==> config.mk <==
export PLATFORM = sky130hd
export DESIGN_NAME = k12a_uart_loader
export DESIGN_NICKNAME = d
export VERILOG_FILES = /design/src/rtl/k12a_uart_loader.sv
export SDC_FILE = /design/constraint.sdc
export NUM_CORES = 1
export LEC_CHECK = 0
export CAP_MARGIN = 30
export CORE_UTILIZATION = 55
export DETAILED_ROUTE_END_ITERATION = 12
export PLACE_DENSITY = 0.81
export SETUP_SLACK_MARGIN = 0.4
export SKIP_CTS_REPAIR_TIMING = 1
export SLEW_MARGIN = 5
export SYNTH_ARGS = -nofsm -noshare
export SYNTH_HDL_FRONTEND = slang
export SYNTH_SLANG_ARGS = --single-unit
==> constraint.sdc <==
create_clock -name cpu_clock -period 6.3 [get_ports cpu_clock]
set_input_delay 1.26 -clock cpu_clock [delete_from_list [all_inputs] [get_ports cpu_clock]]
set_output_delay 1.26 -clock cpu_clock [all_outputs]
set_load 0.01 [all_outputs]
==> src/rtl/k12a_uart_loader.sv <==
// k12a_uart_loader: serial boot loader for the k12a core.
// Receives an 8N1 framed image (0x55, LEN_HI, LEN_LO, data..., CHK) on uart_rx,
// writes the data bytes into program memory and releases the core after a good checksum.
// Ports:
//   cpu_clock  - single rising-edge clock
//   reset_n    - asynchronous active-low reset
//   uart_rx    - serial input, idles high, asynchronous to cpu_clock
//   mem_addr   - program memory write address
//   mem_data   - program memory write data
//   mem_we     - one-cycle write strobe
//   cpu_run    - 1 once a good image is loaded (core released)
//   loading    - 1 while a frame is in progress
//   error      - sticky checksum/framing/timeout error, cleared by a new sync byte
module k12a_uart_loader #(
  parameter int unsigned CLKS_PER_BIT = 16,
  parameter logic [15:0] BASE_ADDR    = 16'h0000,
  parameter int unsigned TIMEOUT_CLKS = 65535
) (
  input  logic        cpu_clock,
  input  logic        reset_n,
  input  logic        uart_rx,
  output logic [15:0] mem_addr,
  output logic [7:0]  mem_data,
  output logic        mem_we,
  output logic        cpu_run,
  output logic        loading,
  output logic        error
);

  localparam int unsigned CNT_W = (CLKS_PER_BIT > 2) ? $clog2(CLKS_PER_BIT) : 1;
  localparam int unsigned TO_W  = $clog2(TIMEOUT_CLKS + 1);
  localparam logic [CNT_W-1:0] BIT_LAST  = CNT_W'(CLKS_PER_BIT - 1);
  localparam logic [CNT_W-1:0] HALF_LAST = CNT_W'(CLKS_PER_BIT / 2 - 1);
  localparam logic [TO_W-1:0]  TO_LAST   = TO_W'(TIMEOUT_CLKS);
  localparam logic [7:0]       SYNC_BYTE = 8'h55;

  typedef enum logic [1:0] {
    RX_IDLE,
    RX_START,
    RX_DATA,
    RX_STOP
  } rx_state_t;

  typedef enum logic [2:0] {
    L_WAIT_SYNC,
    L_LEN_HI,
    L_LEN_LO,
    L_DATA,
    L_CHECK,
    L_RUN,
    L_ERROR
  } ld_state_t;

  // ---------------- RX path ----------------
  rx_state_t        rx_state, rx_state_d;
  logic             rx_s1, rx_s2, rx_d;
  logic [CNT_W-1:0] clk_cnt;
  logic [2:0]       bit_idx;
  logic [7:0]       rx_shift;
  logic [7:0]       rx_byte;
  logic             byte_valid;
  logic             frame_err;
  logic             rx_fall_c;
  logic             half_tick_c;
  logic             bit_tick_c;

  // Edge (not level) detect so a low stop bit cannot retrigger a start.
  assign rx_fall_c   = rx_d & ~rx_s2;
  assign half_tick_c = (clk_cnt == HALF_LAST);
  assign bit_tick_c  = (clk_cnt == BIT_LAST);

  // RX next-state
  always_comb begin
    rx_state_d = rx_state;
    case (rx_state)
      RX_IDLE:  if (rx_fall_c) rx_state_d = RX_START;
      RX_START: if (half_tick_c) rx_state_d = rx_s2 ? RX_IDLE : RX_DATA;
      RX_DATA:  if (bit_tick_c && (bit_idx == 3'd7)) rx_state_d = RX_STOP;
      RX_STOP:  if (bit_tick_c) rx_state_d = RX_IDLE;
      default:  rx_state_d = RX_IDLE;
    endcase
  end

  // RX state register
  always_ff @(posedge cpu_clock or negedge reset_n) begin
    if (!reset_n) rx_state <= RX_IDLE;
    else          rx_state <= rx_state_d;
  end

  // RX synchroniser, bit timing and byte assembly
  always_ff @(posedge cpu_clock or negedge reset_n) begin
    if (!reset_n) begin
      rx_s1      <= 1'b1;
      rx_s2      <= 1'b1;
      rx_d       <= 1'b1;
      clk_cnt    <= '0;
      bit_idx    <= '0;
      rx_shift   <= '0;
      rx_byte    <= '0;
      byte_valid <= 1'b0;
      frame_err  <= 1'b0;
    end else begin
      rx_s1      <= uart_rx;
      rx_s2      <= rx_s1;
      rx_d       <= rx_s2;
      byte_valid <= 1'b0;
      frame_err  <= 1'b0;

      if ((rx_state_d != rx_state) || bit_tick_c) clk_cnt <= '0;
      else                                          clk_cnt <= CNT_W'(clk_cnt + 1'b1);

      if (rx_state == RX_START) bit_idx <= '0;

      if ((rx_state == RX_DATA) && bit_tick_c) begin
        rx_shift <= {rx_s2, rx_shift[7:1]};
        bit_idx  <= 3'(bit_idx + 3'd1);
      end

      if ((rx_state == RX_STOP) && bit_tick_c) begin
        if (rx_s2) begin
          byte_valid <= 1'b1;
          rx_byte    <= rx_shift;
        end else begin
          frame_err  <= 1'b1;
        end
      end
    end
  end

  // ---------------- Loader ----------------
  ld_state_t       ld_state, ld_state_d;
  logic [15:0]     len;
  logic [15:0]     cnt;
  logic [7:0]      sum;
  logic [TO_W-1:0] idle_cnt;
  logic            in_frame_c;
  logic            in_frame_d_c;

  assign in_frame_c   = ld_state inside {L_LEN_HI, L_LEN_LO, L_DATA, L_CHECK};
  assign in_frame_d_c = ld_state_d inside {L_LEN_HI, L_LEN_LO, L_DATA, L_CHECK};

  // Loader next-state; frame errors and timeout override byte handling mid-frame
  always_comb begin
    ld_state_d = ld_state;
    case (ld_state)
      L_WAIT_SYNC: if (byte_valid && (rx_byte == SYNC_BYTE)) ld_state_d = L_LEN_HI;
      L_LEN_HI:    if (byte_valid) ld_state_d = L_LEN_LO;
      L_LEN_LO:    if (byte_valid) ld_state_d = ({len[15:8], rx_byte} == 16'd0) ? L_CHECK : L_DATA;
      L_DATA:      if (byte_valid && (16'(cnt + 16'd1) == len)) ld_state_d = L_CHECK;
      L_CHECK:     if (byte_valid) ld_state_d = (rx_byte == sum) ? L_RUN : L_ERROR;
      L_RUN,
      L_ERROR:     if (byte_valid && (rx_byte == SYNC_BYTE)) ld_state_d = L_LEN_HI;
      default:     ld_state_d = L_WAIT_SYNC;
    endcase
    if (in_frame_c) begin
      if (frame_err) ld_state_d = L_ERROR;
      else if (!byte_valid && (idle_cnt == TO_LAST)) ld_state_d = L_ERROR;
    end
  end

  // Loader state register
  always_ff @(posedge cpu_clock or negedge reset_n) begin
    if (!reset_n) ld_state <= L_WAIT_SYNC;
    else          ld_state <= ld_state_d;
  end

  // Loader datapath and registered outputs (status flags track the next state)
  always_ff @(posedge cpu_clock or negedge reset_n) begin
    if (!reset_n) begin
      len      <= '0;
      cnt      <= '0;
      sum      <= '0;
      idle_cnt <= '0;
      mem_addr <= BASE_ADDR;
      mem_data <= '0;
      mem_we   <= 1'b0;
      cpu_run  <= 1'b0;
      loading  <= 1'b0;
      error    <= 1'b0;
    end else begin
      mem_we  <= 1'b0;
      cpu_run <= (ld_state_d == L_RUN);
      loading <= in_frame_d_c;
      error   <= (ld_state_d == L_ERROR);

      if (byte_valid || !in_frame_c) idle_cnt <= '0;
      else if (idle_cnt != TO_LAST)  idle_cnt <= TO_W'(idle_cnt + 1'b1);

      if (byte_valid) begin
        case (ld_state)
          L_LEN_HI: len[15:8] <= rx_byte;
          L_LEN_LO: begin
            len[7:0] <= rx_byte;
            sum      <= '0;
            cnt      <= '0;
            mem_addr <= BASE_ADDR;
          end
          L_DATA: begin
            mem_we   <= 1'b1;
            mem_data <= rx_byte;
            mem_addr <= 16'(BASE_ADDR + cnt);
            sum      <= 8'(sum + rx_byte);
            cnt      <= 16'(cnt + 16'd1);
          end
          default: ;
        endcase
      end
    end
  end

endmodule
Yosys cells after proc, flatten, opt, wreduce, memory -nomap -nowiden --
Cells that the tools add are included.
Word-level totals: register bits after elaboration 117, input bits 3, output and inout bits 28, word-level logic and storage cells 108
Operators by class: $add $sub $neg 5, eq/ne operators 24, multiplexer cells 31, bitwise logic cells 2, reductions and logical operators 24
Operators by type and width (number):
- 16-bit case mux with 2 select lines | 2
- 3-bit 2-to-1 mux | 11
- 16-bit by 1-bit adder with 16-bit output (second input constant) | 2
- 16-bit 2-to-1 mux | 2
- 3-bit == test (second input constant) | 7
- 16-bit == test | 1
- 16-bit == test (second input constant) | 1
- 16-bit logical NOT | 1
- 16-bit != test (second input constant) | 1
- 8-bit case mux with 2 select lines | 1
- 3-bit case mux with 5 select lines | 1
- 3-bit by 2-bit == test with 1-bit output (second input constant) | 4
- 2-bit 2-to-1 mux | 6
- 2-bit AND reduction | 5
- 8-bit adder | 1
- 8-bit by 7-bit == test with 1-bit output (second input constant) | 1
- 8-bit == test | 1
- 2-bit case mux with 4 select lines | 1
- 4-bit nonzero test | 2
- 3-bit by 1-bit == test with 1-bit output (second input constant) | 2
- 1-bit logical AND | 6
- 1-bit 2-to-1 mux | 6
- 2-bit nonzero test | 3
- 4-bit by 1-bit adder with 4-bit output (second input constant) | 1
- other kinds (14) | 17

Logic depth before layout (Yosys ltp) --
Gate-level depths: netlist (run 1).
word-level depth 10, depth in mapped cells 10, mapped depth without buffers 9

Worst setup path before layout (run 1) --
Ideal clock, no wire load.
path type register to register, start register cnt[0], end register error, arrival 2792 ps, required time 6180 ps, path slack 3388 ps, cell stages (with the launch flop) 11, cells stage by stage dfrtp_1 ha_1 buf_2 nand2_1 nor4_1 mux2i_1 a21oi_1 nor4_1 a211oi_2 or3_4 and2_2
On the way: longest elaborated chain between the ends 9
RTL lines:
- from (decl) | line 133 | logic [15:0] cnt;
- from (signal assigned) | line 203 | cnt <= 16'(cnt + 16'd1);
- 16-bit by 1-bit adder with 16-bit output * | line 149 | L_DATA: if (byte_valid && (16'(cnt + 16'd1) == len)) ld_state_d = L_CHECK;
- 16-bit == test * | line 149
- 1-bit logical AND * | line 149
- 3-bit 2-to-1 mux * | line 149
- 3-bit case mux with 5 select lines * | line 145 | case (ld_state)
- 3-bit 2-to-1 mux | line 157 | else if (!byte_valid && (idle_cnt == TO_LAST)) ld_state_d = L_ERROR;
- 3-bit 2-to-1 mux | line 156 | if (frame_err) ld_state_d = L_ERROR;
- 3-bit 2-to-1 mux * | line 155 | if (in_frame_c) begin
- net ld_state_d[1] | line 131 | ld_state_t ld_state, ld_state_d;
- 3-bit == test * | line 184 | error <= (ld_state_d == L_ERROR);
- to (signal assigned) | line 184
- to (decl) | line 27 | output logic error
The timed path passes the listed nets; every way through them passes the cells marked *. A chain may end at the register's enable or synchronous reset.

Final worst setup path (run 1) --
Ends and elaborated chain as after synthesis.

==> impl_metrics.ini, run 1 <==
[run_status]
outcome = finished, final reports clean

[layout]
sequential_cell_area_um2 = 2930
fin_util_pct = 66.7
finish.net_count = 649
layout.cells.most_common_list = nand2_1 (132), dfrtp_1 (114), nand3_1 (42), nor2_1 (38), o21ai_0 (38)
post_route_cells_drive_above_1_share_pct = 12.7
final_common_cell = nand2_1
fill_cells = 794
multi_input_comb_area_um2 = 2740
area_growth_syn_to_layout_pct = 18.0
diodes = 0

[power_and_ir_drop]
vdd_ir_drop_max_uv = 179
finalPower_mw = 1.89
power.density_cell_area_nw_per_um2 = 275
cellLeakagePower_nw = 3.19

[floorplan]
die-width_um = 105
core_area_um2 = 10300
effective_utilization_at_floorplan_pct = 56.5
row_count = 37
die_area_um2 = 11000
pin_count = 31
die_h_um = 105

[worst_setup_path]
crit_path_top_delay_cell = nor4_1
timing.critical_path.from = cnt[0]
reg2reg_to = error
worst-setup-path-type = flip-flop to flip-flop
timing.critical_path.fanout_max = 9
worst_setup_path_endpoint = error
critPathLaunchType = flip-flop
cp_num_cells = 9
worstPathArrival_ns = 3.71
max_stage_delay_ns = 0.67
cp_num_buf_inv = 0
worst-endpoint-required_ns = 6.71
rr_worst_depth = 9
crit_top_cell = nor4_1
timing.critical_path.max_delay_family = simple AND/OR/NAND/NOR gates
rr_startpoint = cnt[0]
reg2reg_setup_slack_ns = 3.00
cp-end-kind = flip-flop
crit_chain = ha_1 -> nand2_1 -> nor4_1 -> mux2i_1 -> a21oi_1 -> nor4_1 -> a211oi_2 -> or3_4 -> and2_2

[routing]
totalWireLength_um = 13200
first_iter_violations = 230
via_per_inst = 5.82
vias = 4548
drt-wirelength-per-cell_um = 16.9
postRouteAntennaNets = 0
drc = 0
firstDrtPassIters = 5

[sta]
max_freq_mhz = 303
setup-tns-final_ns = 0
report.final.setup_viol = 0
finalMaxSlewViolations = 0
fin_crit_ns = 3.30
final.hold.worst_slack_ns = 0.357
rsz0062_at_grt = false
clock_skew_ns = 0.00593
worst_slew_margin_rel_pct = 39.4
tightest_slew_ns = 0.901
finalCritPeriodShare_pct = 52.4
final_hold_vios = 0

[clocking]
worstSkewPairLatency_ns = 0.52
max_buffers_root_to_sink = 2
cts_root_buf = clkbuf_8
cts_htree_levels = 4
clk_pin_slew_worst_paths_ns = 0.06
cts_tree = yes
clock_sink_count = 117
numCtsBuffers = 17

[yosys]
netlist.top_cell.by_area = dfrtp_1
synth.ff_latch_count = 117
syn_inst = 606
synth-seq-area-share_pct = 50.3
synth.top_cells.by_area = dfrtp_1 (49%), nand2_1 (8.5%), mux2_2 (5.2%), nand3_1 (3.6%), o21ai_0 (3.3%)
synth_xor_area_share_pct = 5.56
netlist.area_leader.share_pct = 48.9
synth_async_sr_flop_share_pct = 100
synthFlopType = dfrtp_1
post_synth_and_or_nand_nor_area_fraction_pct = 22.3
netlist-cell-type-count = 61
synthesis.area_per_instance_um2 = 9.62
syn_area_um2 = 5830
largest_family_of_logic_cells_by_synthesized_area = simple AND/OR/NAND/NOR gates
synth_compound_gate_area_share_pct = 9.35
syn-num-nets = 622
synthesized_area_fraction_occupied_by_adder_cells_pct = 3.09
synth.mux.area_fraction_pct = 6.59
synth_enable_flop_cells = 0
count_of_warnings_emitted_by_yosys = 0

[global_routing]
grt_use_total_pct = 26.8
grt_pass1_wl_um = 22900
grt_pass1_vias = 4624
number_of_antenna_violations_at_the_first_check_in_global_routing = 0
grt_max_degree = 62
overflow = 0

[placed_design]
finalWeightedCongestion = 0.895
detailedPlacementHpwl_um = 8470
portBuffers = 30

[flow_run]
max_cap_viol_count = 0

[min_path]
min-delay-path-class = flip-flop to flip-flop
==> power breakdown <==
part	total [mW]	internal, mW	switching (mW)
clock	0.997	0.651	0.346
combinational	0.0895	0.0338	0.0557
sequential	0.808	0.779	0.0295
==> metal layers <==
layer  share of wire (%)  GRT usage, %
met4                 2.4          12.6
met3                 4.7          4.37
met2                  49          43.1
met5                   0             0
met1                  44          35.6
==> worst min-delay path by stage <==
stage | startpoint | to | slack, ns | depth (start not counted)
4_1_cts | rx_s1 | rx_s2 | 0.36 | 0
5_1_grt | rx_s1 | rx_s2 | 0.36 | 0
3_5_place_dp | rx_s1 | rx_s2 | 0.35 | 0
2_1_floorplan | rx_s1 | rx_s2 | 0.35 | 0
3_3_place_gp | rx_s1 | rx_s2 | 0.35 | 0
6_report | rx_s1 | rx_s2 | 0.36 | 0
==> registers in the layout, summed over array words and instances (netlist names) <==
register	count
bit_idx	3
byte_valid	1
clk_cnt	4
cnt	16
cpu_run	1
error	1
frame_err	1
idle_cnt	16
ld_state	3
len	16
loading	1
mem_addr	16
mem_data	8
mem_we	1
rx_byte	8
rx_d	1
rx_s1	1
rx_s2	1
rx_shift	8
rx_state	2
sum	8
==> cell type report <==
| class | count | share of cell area (%) |
|---|---|---|
| Timing Repair Buffer | 36 | 5.56 |
| Clock inverter | 13 | 2.62 |
| Clock buffer | 19 | 6.27 |
| Tap cell | 136 | 2.47 |
| Inverter | 13 | 0.709 |
| Sequential cell | 117 | 42.6 |
| Multi-Input combinational cell | 448 | 39.8 |
==> Yosys cell counts (8+ instances only) <==
| master | instances |
|---|---|
| clkbuf_1 | 18 |
| mux2_2 | 27 |
| nand2_1 | 132 |
| xor2_1 | 19 |
| xnor2_1 | 18 |
| nor2_1 | 38 |
| nor3_1 | 17 |
| inv_1 | 11 |
| ha_1 | 12 |
| dfrtp_1 | 114 |
| nand3_1 | 42 |
| a21oi_1 | 15 |
| mux2i_1 | 8 |
| nor4_1 | 10 |
| o21ai_0 | 38 |
==> metrics by stage <==
step,std cells,worst slack [ns],area [µm²]
after CTS,782,3.04,6880
after floorplan,606,3.39,5830
final,782,3.00,6880
after global routing,782,2.71,6880
after global placement,748,3.12,6210
after detailed placement,750,3.04,6270
==> kinds of logic after synthesis <==
logic type               count (synthesis)
flip-flops                             117
XOR/XNOR                                37
AND/OR/NAND/NOR                        277
AO/OA/AOI/OAI                           85
adder cells (fa/ha/maj)                 14
buffers and inverters                   41
multiplexers                            35
(Power assumes the default switching activity.)
==> run 2, diff against run 1 <==
clock period = 3.4 ns   (was 6.3 ns; I/O delays follow)
==> impl_metrics.ini, run 2 (same netlist as run 1, synthesis figures left out) <==
[global_routing]
grt_max_degree = 54
grt_pass1_wl_um = 22100
number_of_antenna_violations_at_the_first_check_in_global_routing = 0
overflow = 0
grt_use_total_pct = 26.0
grt_pass1_vias = 4460

[sta]
final.hold.worst_slack_ns = 0.0426
finalMaxSlewViolations = 0
report.final.setup_viol = 0
rsz0062_at_grt = false
max_freq_mhz = 357
finalWorstSetupSlack_ns = 0.598
worst_slew_margin_rel_pct = 37.5
fin_crit_ns = 2.80
final_hold_vios = 0
tightest_slew_ns = 0.930
setup-tns-final_ns = 0
finalCritPeriodShare_pct = 82.4
clock_skew_ns = 0.00662

[worst_setup_path]
critPathLaunchType = flip-flop
cp-end-kind = flip-flop
max_stage_delay_ns = 0.50
timing.critical_path.max_delay_family = simple AND/OR/NAND/NOR gates
cp_num_buf_inv = 1
crit_path_top_delay_cell = dfrtp_1
crit_chain = nand3_1 -> buf_4 -> nor2_1 -> mux2_2 -> mux2i_1 -> and4_1 -> a211oi_2 -> or3_4 -> and2_2
worstPathArrival_ns = 3.21
worst-setup-path-type = flip-flop to flip-flop
worst-endpoint-required_ns = 3.81
timing.critical_path.fanout_max = 7

[clocking]
max_buffers_root_to_sink = 2
clk_pin_slew_worst_paths_ns = 0.05
clock_sink_count = 117
cts_tree = yes
cts_root_buf = clkbuf_8
numCtsBuffers = 17
worstSkewPairLatency_ns = 0.52
cts_htree_levels = 4

[min_path]
min-delay-path-class = primary input to async pin

[routing]
drc = 0
postRouteAntennaNets = 0
vias = 4550
via_per_inst = 5.77
first_iter_violations = 277
drt-wirelength-per-cell_um = 16.5
totalWireLength_um = 13000
firstDrtPassIters = 4

[layout]
layout.cells.most_common_list = nand2_1 (132), dfrtp_1 (112), nand3_1 (42), nor2_1 (38), o21ai_0 (38)
area_growth_syn_to_layout_pct = 18.9
multi_input_comb_area_um2 = 2780
fill_cells = 784
post_layout_nonfiller_instances = 788
sequential_cell_area_um2 = 2930
diodes = 0
finish.net_count = 655
post_route_cells_drive_above_1_share_pct = 14.0
final_common_cell = nand2_1
final_design_area_no_fill_um2 = 6940

[placed_design]
area_after_detailed_placement_um2 = 6260
placedCellCount = 753
detailedPlacementHpwl_um = 8620
finalWeightedCongestion = 0.905
portBuffers = 30
placement.setup.worst_slack_ns = 0.247

[power_and_ir_drop]
switching_share_pct = 21.4
power.density_cell_area_nw_per_um2 = 501
net_sw_power_mw = 0.744
vdd_ir_drop_max_uv = 456
share_seq_of_total_power_pct = 43.0
internal_power_mw = 2.73
share_clk_of_total_power_pct = 52.2
cellLeakagePower_nw = 3.24
comb_power_share_pct = 4.7

[floorplan]
core_area_um2 = 10300
die_area_um2 = 11000
die-width_um = 105
pin_count = 31
effective_utilization_at_floorplan_pct = 56.5
row_count = 37
die_h_um = 105

[run_status]
outcome = finished, final reports clean

[flow_run]
max_cap_viol_count = 0
==> run 2: worst paths after layout <==
kind | startpoint | endpoint | slack [ns] | cells past startpoint
hold reg to reg | rx_s1 | rx_s2 | 0.35 | 0
setup reg to reg | cnt[0] | error | 0.60 | 9
setup / recovery | cnt[0] | error | 0.60 | 9
hold / removal | reset_n | mem_addr[8] | 0.04 | 1
max in group asynchronous | reset_n | sum[6] | 2.50 | 2
min in group cpu_clock | rx_s1 | rx_s2 | 0.35 | 0
==> run 2: power by group through the flow <==
stage                     clock network, mW  logic, mW  registers (mW)
after global placement                    0      0.158            1.51
after floorplan                           0      0.122            1.50
after detailed placement                  0      0.168            1.52
after global routing                   1.91      0.193            1.50
after CTS                              1.85      0.167            1.49
final                                  1.81      0.164            1.49
==> run 2: metal layers <==
| metal | global-route usage, % | up-vias | wire length [µm] |
|---|---|---|---|
| met5 | 0 | - | 0 |
| met2 | 40.7 | 112 | 6210 |
| met4 | 9.76 | 0 | 203 |
| li1 | - | 2182 | - |
| met1 | 34.8 | 2232 | 6050 |
| met3 | 7.11 | 24 | 502 |
==> run 2: through the flow <==
step                utilization [%]  total power [mW]
floorplan                         -              1.62
global placement               60.7              1.67
detailed placement             60.7              1.68
CTS                            66.5              3.51
global route                   67.2              3.61
finish                         67.2              3.47
==> run 2: layout make-up <==
cell class                 instances  share of cell area [%]
sequential                       117                    42.3
multi-input combinational        448                    40.0
clock buffer                      22                    6.53
timing repair buffer              42                    5.77
tap                              136                    2.45
clock inverter                    10                    2.20
inverter                          13                   0.704
==> run 3, diff against run 2 <==
CORE_UTILIZATION = 54   (was 55)
PLACE_DENSITY = 0.83   (was 0.81)
clock period = 2.3 ns   (was 3.4 ns; I/O delays follow)
==> impl_metrics.ini, run 3 (same netlist as run 1, synthesis figures left out) <==
[global_routing]
grt_use_total_pct = 28.6
grt_pass1_wl_um = 24800
grt_max_degree = 49
overflow = 0
number_of_antenna_violations_at_the_first_check_in_global_routing = 0
grt_pass1_vias = 5190

[placed_design]
area_after_detailed_placement_um2 = 6800
finalWeightedCongestion = 0.909
placedCellCount = 810
detailedPlacementHpwl_um = 9610
portBuffers = 30

[worst_setup_path]
max_stage_delay_ns = 0.41
timing.critical_path.fanout_max = 4
cp-end-kind = flip-flop
worst-setup-path-type = flip-flop to flip-flop
worst-endpoint-required_ns = 2.72
crit_top_cell = nor4_4
crit_path_top_delay_cell = dfrtp_1
worstPathArrival_ns = 2.90
critPathLaunchType = flip-flop
crit_chain = nand4_4 -> buf_6 -> nor4_4 -> mux2i_1 -> a21oi_2 -> nor4_4 -> a211oi_2 -> or3_4 -> and2_4

[clocking]
cts_htree_levels = 4
clock_sink_count = 117
cts_tree = yes
worstSkewPairLatency_ns = 0.53
numCtsBuffers = 17
clk_pin_slew_worst_paths_ns = 0.06
cts_root_buf = clkbuf_8
max_buffers_root_to_sink = 2

[layout]
final_design_area_no_fill_um2 = 7750
final_common_cell = nand2_1
finish.net_count = 725
diodes = 0
post_layout_nonfiller_instances = 857
area_growth_syn_to_layout_pct = 33.0
post_route_cells_drive_above_1_share_pct = 26.4
layout.cells.most_common_list = nand2_1 (129), dfrtp_1 (111), buf_4 (76), nand3_1 (41), o21ai_0 (36)

[power_and_ir_drop]
cellLeakagePower_nw = 4.13
comb_power_share_pct = 5.0
share_clk_of_total_power_pct = 52.4
net_sw_power_mw = 1.17
vdd_ir_drop_max_uv = 395
switching_share_pct = 22.5
finalPower_mw = 5.19
share_seq_of_total_power_pct = 42.7
power.density_cell_area_nw_per_um2 = 669
internal_power_mw = 4.02

[floorplan]
die-width_um = 106
row_count = 37
pin_count = 31
core_area_um2 = 10400
effective_utilization_at_floorplan_pct = 56.0
die_h_um = 106
die_area_um2 = 11200

[routing]
firstDrtPassIters = 6
totalWireLength_um = 15500
drt-wirelength-per-cell_um = 18.1
drc = 0
first_iter_violations = 426
vias = 5031
postRouteAntennaNets = 0
via_per_inst = 5.87

[min_path]
min-delay-path-class = primary input to flip-flop

[sta]
fin_crit_ns = 2.48
finalCritPeriodShare_pct = 108
final_hold_vios = 0
finalWorstSetupSlack_ns = -0.183
clock_skew_ns = 0.00817
report.final.setup_viol = 4
finalMaxSlewViolations = 0
rsz0062_at_grt = true
max_freq_mhz = 403
tightest_slew_ns = 0.526
worst_slew_margin_rel_pct = 64.9

[run_status]
violations = negative setup slack
outcome = finished, violations left

[flow_run]
max_cap_viol_count = 0
[run 3: final cells by class]
| type | instances | area (µm²) |
|---|---|---|
| multi-input cells | 448 | 2980 |
| fillers | 671 | 2660 |
| clock inverters | 7 | 119 |
| repair buffers | 112 | 1010 |
| inverters | 13 | 48.8 |
| well taps | 136 | 170 |
| clock buffers | 24 | 490 |
| flip-flops and latches | 117 | 2940 |
[run 3: worst paths after layout]
check | from | to | slack, ns | cells after the start
setup / recovery | cnt[6] | error | -0.18 | 9
hold / removal | uart_rx | rx_s1 | 0.34 | 1
setup reg to reg | cnt[6] | error | -0.18 | 9
hold reg to reg | rx_s1 | rx_s2 | 0.35 | 0
max in group asynchronous | reset_n | rx_d | 1.20 | 3
min in group asynchronous | reset_n | mem_addr[3] | 0.43 | 2
[run 3: stage by stage]
step / TNS, ns / hold WS, ns / util, % / setup WS, ns
floorplan: -0.107 / 0.164 / - / -0.0941
global placement: -0.0672 / 0.346 / 65.3 / -0.0672
detailed placement: -0.267 / 0.350 / 65.3 / -0.129
CTS: -0.496 / -0.107 / 71.1 / -0.184
global route: -1.06 / 0.333 / 74.5 / -0.306
finish: -0.475 / 0.342 / 74.5 / -0.183
[run 3: critical path: cells and delay by family, from the launching register on]
kind	cells	cell delay, ns
muxes	1	0.27
buffers and inverters	1	0.15
DFF	1	0.41
AOI/OAI and AO/OA	2	0.23
and+or+nand+nor	5	1.32
[run 3: per-layer routing]
metal	routed length, µm	global-route usage, %	vias to the layer above
met5	0	0	-
met4	446	13.6	0
met3	788	6.25	40
met2	7760	47.0	166
met1	6510	36.2	2504
li1	-	-	2321
[run 3: power by group through the flow]
| stage | registers, mW | clock network [mW] | logic (mW) |
|---|---|---|---|
| after floorplan | 2.22 | 0 | 0.180 |
| after global placement | 2.24 | 0 | 0.237 |
| after detailed placement | 2.25 | 0 | 0.258 |
| after CTS | 2.21 | 2.74 | 0.257 |
| after global routing | 2.23 | 2.83 | 0.305 |
| final | 2.21 | 2.72 | 0.258 |
